File: src/rtl/ahb_slave_controller.sv
`default_nettype none
// ============================================================================
// Module      : ahb_slave_controller
// Description : AHB-Lite slave sequencer for a 16-byte register/buffer map.
//               Captures the address phase, gates buffer access on occupancy,
//               and generates wait states and two-cycle ERROR responses.
//               Optional wait-state timeout: define AHB_WAIT_TIMEOUT_EN.
// Revision    : 1.0 - initial release
// ============================================================================
module ahb_slave_controller #(
    parameter int BUF_DEPTH = 64,
    parameter int MAX_WAIT  = 15
) (
    input  logic       clk,
    input  logic       rst,
    input  logic       hsel,
    input  logic [1:0] htrans,
    input  logic       hwrite,
    input  logic [1:0] hsize,
    input  logic [3:0] haddr,
    input  logic [3:0] value_location,
    input  logic [6:0] buffer_occupancy,
    output logic [3:0] haddr_reg,
    output logic [1:0] hsize_reg,
    output logic       hwrite_reg,
    output logic       hreadyout,
    output logic       hresp,
    output logic [3:0] reg_sel,
    output logic       reg_wr_en,
    output logic       reg_rd_en,
    output logic       buf_push,
    output logic       buf_pop,
    output logic [2:0] num_bytes
);

    localparam logic [2:0] S_IDLE = 3'd0;
    localparam logic [2:0] S_DATA = 3'd1;
    localparam logic [2:0] S_WAIT = 3'd2;
    localparam logic [2:0] S_ERR1 = 3'd3;
    localparam logic [2:0] S_ERR2 = 3'd4;

    localparam logic [7:0] c_buf_depth = 8'(BUF_DEPTH);
    localparam logic [3:0] c_sel_none  = 4'd7;

    logic [2:0] r_state;
    logic [2:0] w_next;
    logic       w_accept;
    logic       w_err;
    logic       w_unmapped;
    logic       w_read_only;
    logic       w_is_buf;
    logic       w_rd_ready;
    logic       w_wr_ready;
    logic       w_ready;
    logic       w_xfer_ok;
    logic       w_timeout;
    logic [7:0] w_occ;
    logic [7:0] w_need;

    assign num_bytes = (hsize_reg == 2'd0) ? 3'd1 :
                       (hsize_reg == 2'd1) ? 3'd2 : 3'd4;

    assign w_occ  = {1'b0, buffer_occupancy};
    assign w_need = {5'd0, num_bytes};

    // Guard against an occupancy above capacity so the subtraction cannot wrap.
    assign w_rd_ready = (w_occ >= w_need);
    assign w_wr_ready = (w_occ <= c_buf_depth) && ((c_buf_depth - w_occ) >= w_need);
    assign w_is_buf   = (value_location[3:2] == 2'b00);
    assign w_ready    = !w_is_buf || (hwrite_reg ? w_wr_ready : w_rd_ready);

    // 0x9-0xB and 0xE-0xF are unmapped; 0x4-0x7 hold the read-only status block.
    assign w_unmapped  = (haddr_reg == 4'h9) || (haddr_reg[3:1] == 3'b101) ||
                         (haddr_reg[3:1] == 3'b111);
    assign w_read_only = (haddr_reg[3:2] == 2'b01);
    assign w_err       = (hsize_reg == 2'd3) || w_unmapped || (hwrite_reg && w_read_only);

    assign w_accept = hsel && htrans[1] && hreadyout;

    always_comb begin
        hreadyout = 1'b1;
        hresp     = 1'b0;
        w_xfer_ok = 1'b0;
        reg_sel   = c_sel_none;
        case (r_state)
            S_DATA: begin
                reg_sel   = value_location;
                hreadyout = !w_err && w_ready;
                w_xfer_ok = !w_err && w_ready;
            end
            S_WAIT: begin
                reg_sel   = value_location;
                hreadyout = w_ready;
                w_xfer_ok = w_ready;
            end
            S_ERR1: begin
                hresp     = 1'b1;
                hreadyout = 1'b0;
            end
            S_ERR2: begin
                hresp     = 1'b1;
            end
            default: begin
                hreadyout = 1'b1;
            end
        endcase
    end

    assign reg_wr_en = w_xfer_ok && hwrite_reg;
    assign reg_rd_en = w_xfer_ok && !hwrite_reg;
    assign buf_push  = w_xfer_ok && w_is_buf && hwrite_reg;
    assign buf_pop   = w_xfer_ok && w_is_buf && !hwrite_reg;

`ifdef AHB_WAIT_TIMEOUT_EN
    localparam logic [3:0] c_wait_last = 4'(MAX_WAIT - 1);
    logic [3:0] r_wait_cnt;

    assign w_timeout = (r_wait_cnt == c_wait_last);

    always_ff @(posedge clk or posedge rst) begin
        if (rst) begin
            r_wait_cnt <= 4'd0;
        end else if ((r_state == S_WAIT) && (w_next == S_WAIT)) begin
            r_wait_cnt <= r_wait_cnt + 4'd1;
        end else begin
            r_wait_cnt <= 4'd0;
        end
    end
`else
    assign w_timeout = 1'b0;
`endif

    always_comb begin
        w_next = r_state;
        case (r_state)
            S_IDLE: w_next = w_accept ? S_DATA : S_IDLE;
            S_DATA: begin
                if (w_err)        w_next = S_ERR1;
                else if (w_ready) w_next = w_accept ? S_DATA : S_IDLE;
                else              w_next = S_WAIT;
            end
            S_WAIT: begin
                if (w_ready)        w_next = w_accept ? S_DATA : S_IDLE;
                else if (w_timeout) w_next = S_ERR1;
                else                w_next = S_WAIT;
            end
            S_ERR1: w_next = S_ERR2;
            S_ERR2: w_next = w_accept ? S_DATA : S_IDLE;
            default: w_next = S_IDLE;
        endcase
    end

    always_ff @(posedge clk or posedge rst) begin
        if (rst) begin
            r_state    <= S_IDLE;
            haddr_reg  <= 4'd0;
            hsize_reg  <= 2'd0;
            hwrite_reg <= 1'b0;
        end else begin
            r_state <= w_next;
            if (w_accept) begin
                haddr_reg  <= haddr;
                hsize_reg  <= hsize;
                hwrite_reg <= hwrite;
            end
        end
    end

endmodule
`default_nettype wire

File: config.mk
export PLATFORM = sky130hd
export DESIGN_NAME = ahb_slave_controller
export DESIGN_NICKNAME = d
export VERILOG_FILES = /design/src/rtl/ahb_slave_controller.sv
export SDC_FILE = /design/constraint.sdc
export NUM_CORES = 1
export LEC_CHECK = 0
export CAP_MARGIN = 10
export CORE_MARGIN = 4
export CORE_UTILIZATION = 41
export DETAILED_ROUTE_END_ITERATION = 6
export PLACE_DENSITY_LB_ADDON = 0.15
export RECOVER_POWER = 50
export SLEW_MARGIN = 20
export SYNTH_ARGS = -nofsm -noshare
export SYNTH_HDL_FRONTEND = slang
export SYNTH_SLANG_ARGS = --single-unit
File: constraint.sdc
create_clock -name clk -period 2.74 [get_ports clk]
set_input_delay 0.274 -clock clk [delete_from_list [all_inputs] [get_ports clk]]
set_output_delay 0.274 -clock clk [all_outputs]
set_load 0.01 [all_outputs]
---- Yosys cells after proc, flatten, opt, wreduce, memory -nomap -nowiden ----
Cells that the tools add are included.
storage, ports and cells
  flip-flop bits (word level) ............. 10
  word-level logic and storage cells ...... 53
cells by class
  add/subtract/negate cells ............... 1
  $lt $le $gt $ge ......................... 3
  eq/ne operators ......................... 10
  muxes and demuxes ....................... 11
  reductions and logical operators ........ 24
operators with widths
  operator             count
  $pmux 3 s4           1
  $logic_and 1x1->1    10
  $eq 3x3->1 const B   3
  $ge 8x3->1           1
  $sub 7x7->8 const A  1
  $ge 7x3->1           1
  $le 7x7->1 const B   1
  $eq 3x2->1 const B   2
  $mux 3               2
  $reduce_or 2->1      3
  $logic_or 1x1->1     5
  $eq 2x1->1 const B   2
  $eq 4x4->1 const B   1
  $logic_not 2->1      2
  $mux 2               2
  $mux 4               1
  $eq 3x1->1 const B   1
  $logic_not 1->1      3
  $logic_not 3->1      1
  $mux 1               3
  $pmux 1 s3           1
  $eq 2x2->1 const B   1
  $pmux 1 s2           1

---- Logic depth before layout (Yosys ltp) ----
  depth after elaboration ................. 14
  depth in mapped cells ................... 9
  mapped depth without buffers ............ 9

---- Worst setup path after synthesis ----
No wires, ideal clock.
  path type ............................... reg-to-reg
  start point ............................. register hsize_reg[1]
  end point ............................... register haddr_reg[0]
  data arrival time ....................... 2.109 ns
  required time ........................... 2.615 ns
  setup slack ............................. 0.506 ns
  stages on the path, launching flop included .. 10
  clock period less this slack ............ 2.234 ns
  path through ............................ dfrtp_1 > inv_1 > nand2_1 > ha_1 > o31a_1 > o21ai_0 > a32oi_2 > nor3b_4 > a21oi_4 > mux2_4
between the ends
  longest elaborated chain between the ends .. 10
ends and longest elaborated chain
  item                    line  source
  start, declared         24    output logic [1:0] hsize_reg,
  start signal, assigned  163   hsize_reg <= hsize;
  $eq 2x1->1              61    (hsize_reg == 2'd1) ? 3'd2 : 3'd4;
  $mux 3                  61
  $mux 3                  60    assign num_bytes = (hsize_reg == 2'd0) ? 3'd1 :
  $ge 8x3->1              68    assign w_wr_ready = (w_occ <= c_buf_depth) && ((c_buf_depth - w_occ) >= w_need);
  $logic_and 1x1->1       68
  $mux 1                  70    assign w_ready = !w_is_buf || (hwrite_reg ? w_wr_ready : w_rd_ready);
  $logic_or 1x1->1        70
  $logic_and 1x1->1       88    hreadyout = !w_err && w_ready;
  $pmux 1 s3 *            85    case (r_state)
  $logic_and 1x1->1 *     78    assign w_accept = hsel && htrans[1] && hreadyout;
  end signal, assigned    162   haddr_reg <= haddr;
  end, declared           23    output logic [3:0] haddr_reg,
Mark *: on every way between the ends. The rest lies on a longest branch, timed or not.
A chain may end at the register's enable or synchronous reset.

---- Worst setup path after layout ----
  start point ............................. input buffer_occupancy[2]
  end point ............................... register haddr_reg[1]
between the ends
  longest elaborated chain between the ends .. 8
ends and longest elaborated chain
  item                 line  source
  start, declared      22    input logic [6:0] buffer_occupancy,
  $sub 7x7->8          68
  $ge 8x3->1           68
  $logic_and 1x1->1    68
  $mux 1 *             70
  $logic_or 1x1->1 *   70
  $logic_and 1x1->1    88
  $pmux 1 s3 *         85
  $logic_and 1x1->1 *  78
Marks and branches as above.

==> reports/metrics.cfg <==
[run_status]
status = completed

[cts]
h-tree-depth = 1
clkLatencyLatePin_ns = 0.26
cts_tree = built
cts.root.buffer_cell = sky130_fd_sc_hd__clkbuf_4
clk_path_buf_depth = 2
cts.reportedPaths.clkPinSlew_ns = 0.06
clock_sink_count = 10
cts_bufs_inserted = 3

[die]
ios = 43
start_util = 0.451
die_area_sq_um = 3090
core.rowCount = 16
design.core.area_sq_um = 2060
fp.dieW_um = 55.6
dieHeight_um = 55.6

[critical_path]
reg2reg_slack_ns = 0.30
worstReg2RegStart = hsize_reg[0]
crit_path_end_kind = register
critical_path.startpoint_type = input pin
highest_fanout_seen_on_the_critical_path = 8
arrival_ns = 2.78
crit-reg2reg-capture = haddr_reg[1]
required_time_worst_endpoint_ns = 2.88
worst-setup-path-type = input pin to register
reg2regPathDepth = 10

[layout]
stdcell_area_sq_um = 1500
n_fill_cell = 164
largest_reg_flops = 4
area_growth_syn_to_layout_pct = 61.0
drive_gt1_frac = 0.224
num_antenna_cells = 0
design.final.nets = 191

[timing]
finalMaxSlewViolations = 0
period_share = 0.964
tightestPinTransition_ns = 0.489
hold_viol_final = 0
final-setup-viol-count = 0
fmax_mhz = 378
max_slew_margin = 0.670
grt_setup_unrepaired = false
timing.clock.skew_ns = 0.00969
min_period_ns = 2.64

[logic_synthesis]
synth_enable_flop_cells = 0
synthArstFlopShare = 1.00
netlist_instances = 105
synth.largest_area_cell = sky130_fd_sc_hd__dfrtp_1
synthesis.nets = 133
synth_ff_type = sky130_fd_sc_hd__dfrtp_1
avgSynthCellArea_sq_um = 8.85
part_of_the_yosys_area_used_for_sequential_elements = 0.269
synth_top_cells_by_area = sky130_fd_sc_hd__dfrtp_1 (27%), sky130_fd_sc_hd__mux2_4 (11%), sky130_fd_sc_hd__ha_1 (6.7%), sky130_fd_sc_hd__nand2_1 (4.0%), sky130_fd_sc_hd__nor2_1 (4.0%)
ys.warnings.count = 0
post_synth_instance_area_sq_um = 930
register_bit_total_from_synthesis = 10
post_synth_num_cell_types = 39
yosysTopAreaCellShare = 0.269

[drt]
wl_per_cell_um = 13.1
drtIter0Drc = 17
detail_route.first_pass.iterations = 5
drtAntennaViolNets = 0
drt_drc_violations_left = 0
post_drt_via_cell_ratio = 5.35
wl_mm = 2.46
number_of_vias_after_detailed_routing = 1006

[global_route]
pin_count_of_the_biggest_net_entering_global_routing = 12
grt_pass1_wl_mm = 4.52
grt_overflow_total = 0
gr-usage-met1 = 0.186
met2_grt_util = 0.328
groute.layer.met3.usage = 0.0394
vias_in_the_first_global_route = 1103
track_usage = 0.175
antenna_found_initial = 0
grt_most_used_layer = met2

[pwr]
peakVddDrop_v = 0.000543
power-per-cell-area_nw_per_um2 = 819
cellLeakagePower_nw = 0.687
total_power_mw = 1.23

[placed_design]
number_of_i_o_port_buffers = 41
hpwl_mm = 2.04
placement.cell_area_sq_um = 1470
place_congestion = 0.862

[hold_path]
hp-class = input pin to async pin

[run]
max_cap_violations = 0

==> worst max-delay path: stages <==
cell	delay, ns
sky130_fd_sc_hd__clkdlybuf4s50_1	0.51
sky130_fd_sc_hd__nand2b_4	0.19
sky130_fd_sc_hd__or3_1	0.31
sky130_fd_sc_hd__a211o_1	0.31
sky130_fd_sc_hd__a211o_1	0.30
sky130_fd_sc_hd__buf_4	0.15
sky130_fd_sc_hd__buf_4	0.13
sky130_fd_sc_hd__a21oi_4	0.16
sky130_fd_sc_hd__buf_12	0.15
sky130_fd_sc_hd__mux2_4	0.29
==> Yosys cell counts, types with 2 or more instances <==
cell	number
sky130_fd_sc_hd__or3_1	2
sky130_fd_sc_hd__nor2_1	10
sky130_fd_sc_hd__nor4_1	2
sky130_fd_sc_hd__mux2_4	7
sky130_fd_sc_hd__a21oi_1	6
sky130_fd_sc_hd__ha_1	5
sky130_fd_sc_hd__a211o_1	2
sky130_fd_sc_hd__o21ai_0	5
sky130_fd_sc_hd__nor3_1	2
sky130_fd_sc_hd__and2_1	3
sky130_fd_sc_hd__clkbuf_1	3
sky130_fd_sc_hd__inv_1	6
sky130_fd_sc_hd__nor2b_1	3
sky130_fd_sc_hd__nand2_1	10
sky130_fd_sc_hd__nand2b_1	5
sky130_fd_sc_hd__dfrtp_1	10
sky130_fd_sc_hd__nand3b_1	2
==> layout make-up <==
cell class	instances	area (sq um)	share of cell area
Tap cell	27	33.8	0.0226
Clock buffer	3	22.5	0.0151
Timing Repair Buffer	56	517	0.345
Multi-Input combinational cell	86	651	0.435
Inverter	6	22.5	0.0151
Sequential cell	10	250	0.167
==> power breakdown <==
| part | internal (mW) | switching (mW) |
|---|---|---|
| Sequential | 0.215 | 0.0884 |
| Combinational | 0.465 | 0.364 |
| Clock | 0.0504 | 0.0441 |
| Total | 0.730 | 0.496 |
==> placed cells by master, fill, tap and decap left out, types with 2 or more instances in the layout <==
| master | synthesis | routed |
|---|---|---|
| sky130_fd_sc_hd__nor4_1 | 2 | 2 |
| sky130_fd_sc_hd__nor3_1 | 2 | 2 |
| sky130_fd_sc_hd__inv_1 | 6 | 6 |
| sky130_fd_sc_hd__mux2_4 | 7 | 7 |
| sky130_fd_sc_hd__nor2b_1 | 3 | 3 |
| sky130_fd_sc_hd__nand2b_1 | 5 | 5 |
| sky130_fd_sc_hd__ha_1 | 5 | 4 |
| sky130_fd_sc_hd__nor2_1 | 10 | 10 |
| sky130_fd_sc_hd__clkbuf_4 | 0 | 3 |
| sky130_fd_sc_hd__and2_1 | 3 | 3 |
| sky130_fd_sc_hd__clkdlybuf4s50_1 | 0 | 24 |
| sky130_fd_sc_hd__nand3b_1 | 2 | 2 |
| sky130_fd_sc_hd__dfrtp_1 | 10 | 10 |
| sky130_fd_sc_hd__or3_1 | 2 | 2 |
| sky130_fd_sc_hd__nand2_1 | 10 | 9 |
| sky130_fd_sc_hd__buf_2 | 0 | 3 |
| sky130_fd_sc_hd__buf_4 | 0 | 14 |
| sky130_fd_sc_hd__a21oi_1 | 6 | 6 |
| sky130_fd_sc_hd__o21ai_0 | 5 | 4 |
| sky130_fd_sc_hd__dlygate4sd3_1 | 0 | 10 |
| sky130_fd_sc_hd__a211o_1 | 2 | 2 |
==> worst max path at each step <==
stage                   startpoint      endpoint  depth (start not counted)
3_3_place_gp   buffer_occupancy[0]      buf_push                         11
3_5_place_dp   buffer_occupancy[0]      buf_push                         11
4_1_cts        buffer_occupancy[1]  haddr_reg[1]                         13
5_1_grt        buffer_occupancy[2]  haddr_reg[1]                         10
2_1_floorplan         hsize_reg[1]  haddr_reg[0]                          9
6_report       buffer_occupancy[2]  haddr_reg[1]                         10
==> cell families after synthesis <==
kind of cell | after synthesis | share of synthesized area
AO/OA/AOI/OAI | 27 | 0.221
AND/OR/NAND/NOR | 46 | 0.284
adder cells (fa/ha/maj) | 5 | 0.0673
flip-flops | 10 | 0.269
buffers and inverters | 9 | 0.0363
XOR/XNOR | 1 | 0.00942
multiplexers | 7 | 0.113
==> metal layers <==
layer / vias up / wire (um) / part of all wire
met3: 9 / 135 / 0.055
met5: - / 0 / 0
li1: 503 / - / -
met4: 0 / 51 / 0.021
met2: 42 / 1290 / 0.53
met1: 452 / 975 / 0.40
==> per-stage QoR <==
stage / hold WS (ns) / setup TNS, ns / setup WS, ns / instances / util
2_1_floorplan: 0.114 / 0 / 0.506 / 105 / -
3_3_place_gp: 0.523 / -1.72 / -0.291 / 183 / 0.714
3_5_place_dp: 0.526 / -2.42 / -0.348 / 183 / 0.714
4_1_cts: 0.294 / -0.00360 / -0.00360 / 187 / 0.726
5_1_grt: 0.480 / 0 / 0.0384 / 188 / 0.726
6_report: 0.419 / 0 / 0.0980 / 188 / 0.726
==> timing repair <==
item | CTS | global route
buffers inserted | 1 | 1
resized for setup | 20 | 4
hold buffers | 0 | 0
pin swaps | 2 | 4
setup endpoints to repair | 5 | 13
Note: power is estimated with default switching activity, not from simulation.
